`config.mk`:
```
export PLATFORM = sky130hd
export DESIGN_NAME = audio_interval_stats_stream_flat
export DESIGN_NICKNAME = d
export VERILOG_FILES = /design/src/rtl/audio_interval_stats_stream_if.sv /design/src/rtl/audio_interval_stats_stream.sv /design/src/flat_wrapper.sv
export SDC_FILE = /design/constraint.sdc
export NUM_CORES = 1
export LEC_CHECK = 0
export CORE_UTILIZATION = 57
export CTS_CLUSTER_DIAMETER = 60
export DETAILED_ROUTE_END_ITERATION = 7
export PLACE_DENSITY = 0.82
export SLEW_MARGIN = 20
export SYNTH_ARGS = -nofsm -noshare
export SYNTH_HDL_FRONTEND = slang
export SYNTH_SLANG_ARGS = --single-unit
export TNS_END_PERCENT = 1
```
`constraint.sdc`:
```
create_clock -name clk -period 15.8 [get_ports clk]
set_input_delay 3.16 -clock clk [delete_from_list [all_inputs] [get_ports clk]]
set_output_delay 3.16 -clock clk [all_outputs]
set_load 0.005 [all_outputs]
```
`src/rtl/audio_interval_stats_stream_if.sv`:
```
// rtl/audio_interval_stats_stream_if.sv - sample-in / result-out stream bundle for audio_interval_stats_stream
//
// Purpose: groups the input sample stream and the output result stream of
// audio_interval_stats_stream into one interface.
// Signals:
//   in_valid/in_ready/in_data        : one beat = one sample per lane, lane k at [k*DATA_W +: DATA_W]
//   out_valid/out_ready              : result handshake
//   out_min/out_max                  : per-lane signed min / max, CH*DATA_W
//   out_p2p                          : per-lane unsigned max-min, CH*(DATA_W+1)
//   out_idx/out_count                : interval index and number of samples in it
// Modports: slave = the statistics block, master = the sample source / result sink.

interface audio_interval_stats_stream_if #(
    parameter int DATA_W = 32,
    parameter int CH     = 2,
    parameter int LEN_W  = 16,
    parameter int CNT_W  = 16
);
    logic                       in_valid;
    logic                       in_ready;
    logic [CH*DATA_W-1:0]       in_data;
    logic                       out_valid;
    logic                       out_ready;
    logic [CH*DATA_W-1:0]       out_min;
    logic [CH*DATA_W-1:0]       out_max;
    logic [CH*(DATA_W+1)-1:0]   out_p2p;
    logic [CNT_W-1:0]           out_idx;
    logic [LEN_W-1:0]           out_count;

    modport slave (
        input  in_valid, in_data, out_ready,
        output in_ready, out_valid, out_min, out_max, out_p2p, out_idx, out_count
    );

    modport master (
        output in_valid, in_data, out_ready,
        input  in_ready, out_valid, out_min, out_max, out_p2p, out_idx, out_count
    );
endinterface

```
`src/rtl/audio_interval_stats_stream.sv`:
```
// rtl/audio_interval_stats_stream.sv - streaming per-lane interval min/max/peak-to-peak
//
// Purpose: splits a multi-lane signed sample stream into intervals of
// interval_len samples and emits per-lane min, max and max-min for each one.
// Ports:
//   clk, reset        : clock, asynchronous active-high reset
//   start             : starts a run (accepted in IDLE or DONE)
//   interval_len      : samples per interval, latched on start (0 means 1)
//   num_intervals     : intervals per run, latched on start (0 finishes at once)
//   flush             : closes a non-empty partial interval while running
//   done              : run complete, level
//   bus (slave)       : input sample stream and output result stream

module audio_interval_stats_stream #(
    parameter int DATA_W = 32,
    parameter int CH     = 2,
    parameter int LEN_W  = 16,
    parameter int CNT_W  = 16
) (
    input  logic                 clk,
    input  logic                 reset,
    input  logic                 start,
    input  logic [LEN_W-1:0]     interval_len,
    input  logic [CNT_W-1:0]     num_intervals,
    input  logic                 flush,
    output logic                 done,
    audio_interval_stats_stream_if.slave bus
);

    typedef enum logic [1:0] {
        S_IDLE = 2'd0,
        S_RUN  = 2'd1,
        S_EMIT = 2'd2,
        S_DONE = 2'd3
    } state_t;

    state_t state, state_nx;

    logic [LEN_W-1:0]         len_q;
    logic [CNT_W-1:0]         nint_q;
    logic [LEN_W-1:0]         cnt;
    logic [CNT_W-1:0]         idx;
    logic [CH*DATA_W-1:0]     min_acc, max_acc;
    logic [CH*DATA_W-1:0]     min_nx, max_nx;
    logic [CH*(DATA_W+1)-1:0] p2p_nx;

    logic beat;
    logic close_iv;
    logic handshake;
    logic launch;

    // Handshake flags come straight from the state register, so neither
    // in_ready nor out_valid has a combinational path from the stream inputs.
    assign bus.in_ready  = (state == S_RUN);
    assign bus.out_valid = (state == S_EMIT);
    assign done          = (state == S_DONE);

    assign beat      = bus.in_valid && (state == S_RUN);
    assign handshake = bus.out_ready && (state == S_EMIT);
    assign launch    = start && ((state == S_IDLE) || (state == S_DONE));

    // Closing on flush looks at the count before this cycle's beat, so an
    // empty interval is never emitted but a coincident beat is still counted.
    assign close_iv = (state == S_RUN) &&
                      ((beat && (cnt == len_q - 1'b1)) || (flush && (cnt != '0)));

    always_ff @(posedge clk or posedge reset) begin
        if (reset) begin
            state <= S_IDLE;
        end else begin
            state <= state_nx;
        end
    end

    always_comb begin
        state_nx = state;
        case (state)
            S_IDLE, S_DONE: begin
                if (start) begin
                    state_nx = (num_intervals == '0) ? S_DONE : S_RUN;
                end
            end
            S_RUN: begin
                if (close_iv) begin
                    state_nx = S_EMIT;
                end
            end
            S_EMIT: begin
                if (bus.out_ready) begin
                    state_nx = (idx == nint_q - 1'b1) ? S_DONE : S_RUN;
                end
            end
            default: state_nx = S_IDLE;
        endcase
    end

    // Per-lane accumulator update including the current beat. The first
    // beat of an interval loads min and max directly.
    always_comb begin
        min_nx = min_acc;
        max_nx = max_acc;
        p2p_nx = '0;
        for (int k = 0; k < CH; k++) begin
            if (beat) begin
                if ((cnt == '0) ||
                    ($signed(bus.in_data[k*DATA_W +: DATA_W]) < $signed(min_acc[k*DATA_W +: DATA_W]))) begin
                    min_nx[k*DATA_W +: DATA_W] = bus.in_data[k*DATA_W +: DATA_W];
                end
                if ((cnt == '0) ||
                    ($signed(bus.in_data[k*DATA_W +: DATA_W]) > $signed(max_acc[k*DATA_W +: DATA_W]))) begin
                    max_nx[k*DATA_W +: DATA_W] = bus.in_data[k*DATA_W +: DATA_W];
                end
            end
            // One extra bit after sign extension keeps max-min exact and non-negative.
            p2p_nx[k*(DATA_W+1) +: (DATA_W+1)] =
                {max_nx[k*DATA_W + DATA_W - 1], max_nx[k*DATA_W +: DATA_W]} -
                {min_nx[k*DATA_W + DATA_W - 1], min_nx[k*DATA_W +: DATA_W]};
        end
    end

    always_ff @(posedge clk or posedge reset) begin
        if (reset) begin
            len_q         <= '0;
            nint_q        <= '0;
            cnt           <= '0;
            idx           <= '0;
            min_acc       <= '0;
            max_acc       <= '0;
            bus.out_min   <= '0;
            bus.out_max   <= '0;
            bus.out_p2p   <= '0;
            bus.out_idx   <= '0;
            bus.out_count <= '0;
        end else begin
            if (launch) begin
                len_q  <= (interval_len == '0) ? LEN_W'(1) : interval_len;
                nint_q <= num_intervals;
                cnt    <= '0;
                idx    <= '0;
            end
            if (beat) begin
                min_acc <= min_nx;
                max_acc <= max_nx;
                cnt     <= cnt + LEN_W'(1);
            end
            if (close_iv) begin
                bus.out_min   <= min_nx;
                bus.out_max   <= max_nx;
                bus.out_p2p   <= p2p_nx;
                bus.out_idx   <= idx;
                bus.out_count <= cnt + LEN_W'(beat);
            end
            if (handshake) begin
                idx <= idx + CNT_W'(1);
                cnt <= '0;
            end
        end
    end

endmodule

```
`src/flat_wrapper.sv`:
```
// flat-port wrapper written by rule: the top's interface ports become plain ports
module audio_interval_stats_stream_flat 
#(
    parameter int DATA_W = 32,
    parameter int CH     = 2,
    parameter int LEN_W  = 16,
    parameter int CNT_W  = 16
)
  (clk, reset, start, interval_len, num_intervals, flush, done, bus_in_valid, bus_in_data, bus_out_ready, bus_in_ready, bus_out_valid, bus_out_min, bus_out_max, bus_out_p2p, bus_out_idx, bus_out_count);
  audio_interval_stats_stream_if #(.DATA_W(DATA_W), .CH(CH), .LEN_W(LEN_W), .CNT_W(CNT_W)) bus_i ();
  input  logic clk;
  input  logic reset;
  input  logic start;
  input  logic [LEN_W-1:0] interval_len;
  input  logic [CNT_W-1:0] num_intervals;
  input  logic flush;
  output logic done;
  input wire logic [$bits(bus_i.in_valid)-1:0] bus_in_valid;
  input wire logic [$bits(bus_i.in_data)-1:0] bus_in_data;
  input wire logic [$bits(bus_i.out_ready)-1:0] bus_out_ready;
  output wire logic [$bits(bus_i.in_ready)-1:0] bus_in_ready;
  output wire logic [$bits(bus_i.out_valid)-1:0] bus_out_valid;
  output wire logic [$bits(bus_i.out_min)-1:0] bus_out_min;
  output wire logic [$bits(bus_i.out_max)-1:0] bus_out_max;
  output wire logic [$bits(bus_i.out_p2p)-1:0] bus_out_p2p;
  output wire logic [$bits(bus_i.out_idx)-1:0] bus_out_idx;
  output wire logic [$bits(bus_i.out_count)-1:0] bus_out_count;
  assign bus_i.in_valid = bus_in_valid;
  assign bus_i.in_data = bus_in_data;
  assign bus_i.out_ready = bus_out_ready;
  assign bus_in_ready = bus_i.in_ready;
  assign bus_out_valid = bus_i.out_valid;
  assign bus_out_min = bus_i.out_min;
  assign bus_out_max = bus_i.out_max;
  assign bus_out_p2p = bus_i.out_p2p;
  assign bus_out_idx = bus_i.out_idx;
  assign bus_out_count = bus_i.out_count;
  audio_interval_stats_stream #(.DATA_W(DATA_W), .CH(CH), .LEN_W(LEN_W), .CNT_W(CNT_W)) u_core (.clk(clk), .reset(reset), .start(start), .interval_len(interval_len), .num_intervals(num_intervals), .flush(flush), .done(done), .bus(bus_i));
endmodule
```
==> out/results.tsv <==
stage	metric	value	unit
die	Initial Utilization	57.62	%
sta	Tmin final	9323	ps
worst_setup_path	worst endpoint data arrival time	9850	ps
clocking	cts hold-fix bufs	0	
logic_synthesis	synthesized area	25420	um2
grt	grt total ovfl	0	
worst_setup_path	CP Launch Type	input port	
logic_synthesis	ys flop type	dfrtp_1	
die	die area	45450	um2
die	core footprint	44120	um2
worst_hold_path	Hold Crit Class	flip-flop to flip-flop	
logic_synthesis	Avg Inst Size Synth	9.265	um2
clocking	clock latency on the worst-skew pair	600	ps
worst_setup_path	r2r setup slk	9070	ps
logic_synthesis	syn_nets	3050	
clocking	CTS Buf Count	48	
clocking	CTS tree	built	
sta	final setup fails	0	
clocking	Worst-path clk slew	60	ps
placement	placed inst area	29190	um2
clocking	# Post-CTS Setup Buffers	0	
outcome	outcome	finished, final reports clean	
power_and_ir_drop	pwr/cell area	257.2	nW/um2
placement	half-perimeter wire length after placement	51840	um
power_and_ir_drop	Tot Pwr	7.973	mW
grt	gr busiest metal	met2	
grt	vias in the first global route	22040	
drt	drt total wl	72910	um
placement	# port buffers	330	
clocking	CTS root buf	clkbuf_16	
sta	Final Hold Fails	0	
die	chip height	213.2	um
clocking	clock sink total	420	
drt	router iterations before antenna repair	6	
drt	via count	22290	
logic_synthesis	Synth warnings	0	
clocking	H-tree levels	2	
flow_run	max_cap viols	0	
finish	fin area	31000	um2
die	Boundary Pins	331	
sta	Fin Setup TNS	0	ps
sta	Fmax	0.1073	GHz
placement	Placer Congestion	0.9398	
worst_setup_path	crit path launch	bus_in_data[49]	
grt	grt met3 use	5.486	%
logic_synthesis	#FFs+latches synth	420	
power_and_ir_drop	Pleak	14.57	nW
drt	Via density	6.089	
clocking	# resized after CTS	0	
drt	routed len/inst	19.92	um
logic_synthesis	Post-synth EDFFs	0	
sta	Slew Limit Fails	0	
worst_setup_path	Crit. End Element	flip-flop	
drt	Iter 0 DRT Violations	2190	
sta	RSZ-0062 raised after global routing	false	
clocking	clk buf depth	3	
finish	nets@finish	3329	
finish	Util after Layout	70.25	%
logic_synthesis	Distinct cells, synth	82	
drt	DRC	0	
grt	largest net degree at the start of global routing	232	
worst_setup_path	data required time of the worst path	16330	ps
logic_synthesis	Syn Inst Count	2744	
die	die width	213.2	um
die	Rows	77	
worst_setup_path	cells on worst reg2reg path	19	
sta	Slew @ Worst Pin	1300	ps
grt	GR Util met2	52.40	%
logic_synthesis	Seq/Total Area, Yosys	41.34	%
worst_setup_path	CP Capture Point	u_core.bus.out_p2p[64]$_DFFE_PP0P_	
grt	GRT Total Usage	32.33	%
worst_setup_path	reg2reg start	u_core.cnt[1]$_DFFE_PP0P_	
worst_setup_path	worst-path maximum fanout	19	
logic_synthesis	async set-reset flop share out of synthesis	100.0	%
grt	met1 Use GR	43.17	%
worst_setup_path	RR Endpoint	u_core.bus.out_p2p[64]$_DFFE_PP0P_	
grt	first-pass GRT wire length	116800	um
finish	share of cells above drive strength 1	9.533	%
power_and_ir_drop	Max rail drop VDD	0.0001318	V
drt	Routed Antenna Nets	0	
sta	Clock Skew	15.75	ps
sta	Slew Limit Headroom	12.19	%
grt	initial antenna violation count	5	
worst_setup_path	crit path kind	input port to flip-flop	
finish	area grow syn2layout	21.93	%
sta	fin crit share	59.00	%
==> worst min path at each step <==
stage                                       startpoint                            endpoint  cells past startpoint
floorplan           u_core.bus.out_p2p[20]$_DFFE_PP0P_  u_core.bus.out_p2p[20]$_DFFE_PP0P_                      2
global placement     u_core.bus.out_p2p[5]$_DFFE_PP0P_   u_core.bus.out_p2p[5]$_DFFE_PP0P_                      2
detailed placement  u_core.bus.out_p2p[40]$_DFFE_PP0P_  u_core.bus.out_p2p[40]$_DFFE_PP0P_                      2
CTS                 u_core.bus.out_p2p[40]$_DFFE_PP0P_  u_core.bus.out_p2p[40]$_DFFE_PP0P_                      2
global route        u_core.bus.out_p2p[10]$_DFFE_PP0P_  u_core.bus.out_p2p[10]$_DFFE_PP0P_                      2
finish              u_core.bus.out_p2p[40]$_DFFE_PP0P_  u_core.bus.out_p2p[40]$_DFFE_PP0P_                      2
==> kinds of logic (layout without fill, tap and decap cells) <==
group	count (synthesis)	in the layout	synth area share (%)
muxes	201	201	8.706
adders and majority gates	204	204	10.10
AOI/OAI and AO/OA	668	668	16.84
buffers and inverters	361	680	5.561
other	0	5	0
and+or+nand+nor	794	794	14.14
xor gates and xnor gates	96	96	3.307
DFF	420	420	41.34
==> layout make-up <==
cell class                      instances  area (um2)
Multi-Input combinational cell       1963       13540
Fill cell                            3315       13130
Sequential cell                       420       10510
Timing Repair Buffer                  352        3497
Clock buffer                           63        1390
Inverter                              238       900.9
Tap cell                              592       740.7
Clock inverter                         27       402.9
Antenna cell                            5       12.51
==> layer usage <==
layer	vias up	part of all wire [%]
met3	195	7.6
met5	-	0
met1	10840	42
met2	979	47
met4	0	3.8
li1	10280	-
==> cell usage after synthesis, types with 17 or more instances <==
| master | n | area (um2) |
|---|---|---|
| nand4_1 | 46 | 287.8 |
| o21ai_0 | 201 | 1006 |
| clkbuf_1 | 84 | 315.3 |
| dfrtp_1 | 420 | 10510 |
| a21oi_1 | 118 | 590.6 |
| nor3_1 | 35 | 175.2 |
| xnor2_1 | 52 | 455.4 |
| ha_1 | 202 | 2527 |
| buf_2 | 32 | 160.2 |
| a31oi_1 | 52 | 325.3 |
| nand2_1 | 401 | 1505 |
| nor2_1 | 137 | 514.2 |
| o22ai_1 | 35 | 219.0 |
| inv_1 | 238 | 893.4 |
| a311o_1 | 32 | 320.3 |
| nand3_1 | 53 | 265.3 |
| xor2_1 | 44 | 385.4 |
| mux2i_1 | 40 | 400.4 |
| a21o_1 | 71 | 533.0 |
| a211oi_1 | 42 | 315.3 |
| and3_1 | 17 | 106.4 |
| nor2b_1 | 20 | 125.1 |
| nor4_1 | 20 | 125.1 |
| mux2_2 | 161 | 1813 |
==> cells in the final DEF, fill, tap and decap left out, drive strengths merged, types with 22 or more instances in the layout <==
master	synthesis	final
a211oi	43	43
a21o	71	71
a21oi	119	119
a311o	32	32
a31oi	52	52
buf	39	22
clkbuf	84	63
clkdlybuf4s50	0	330
dfrtp	420	420
ha	202	202
inv	238	240
mux2	161	161
mux2i	40	40
nand2	401	401
nand3	53	53
nand4	46	46
nor2	137	137
nor3	35	35
nor4	23	23
o21ai	205	205
o22ai	35	35
xnor2	52	52
xor2	44	44
==> stage by stage <==
step	setup WS [ps]	hold WS, ps	cells
2_1_floorplan	948.5	462.8	2744
3_3_place_gp	6222	455.7	3565
3_5_place_dp	6116	464.1	3565
4_1_cts	6692	478.1	3655
5_1_grt	6365	502.8	3659
6_report	6477	478.2	3660
==> worst max-delay path, cell delays in order <==
cell and delay (ps):
clkdlybuf4s50_1 470, ha_1 340, a21o_1 160, a21o_1 170, a21oi_1 150, nor3_1 60
a2111oi_0 670, o2111ai_1 200, o21ai_2 180, buf_4 330, mux2_2 400, nand2_1 110
ha_1 230, nor2b_1 140, o31a_1 310, o2111a_1 270, o41a_1 350, o41ai_1 1140
o41a_1 320, a21oi_1 90, or4_1 470, nand3_1 100
==> state kept, by name (all words and copies together), names as in the netlist <==
signal	count
u_core.max_acc	64
u_core.bus.out_p2p	66
u_core.state	2
u_core.min_acc	64
u_core.idx	16
u_core.len_q	16
u_core.bus.out_max	64
u_core.bus.out_count	16
u_core.bus.out_idx	16
u_core.cnt	16
u_core.nint_q	16
u_core.bus.out_min	64
==> report_power, final <==
group	leakage, nW	switching [mW]	internal [mW]
Combinational	8.53	2.71	2.10
Sequential	5.16	0.369	1.54
Clock	0.875	0.482	0.771
No activity file was read; power rests on OpenSTA's default activity.
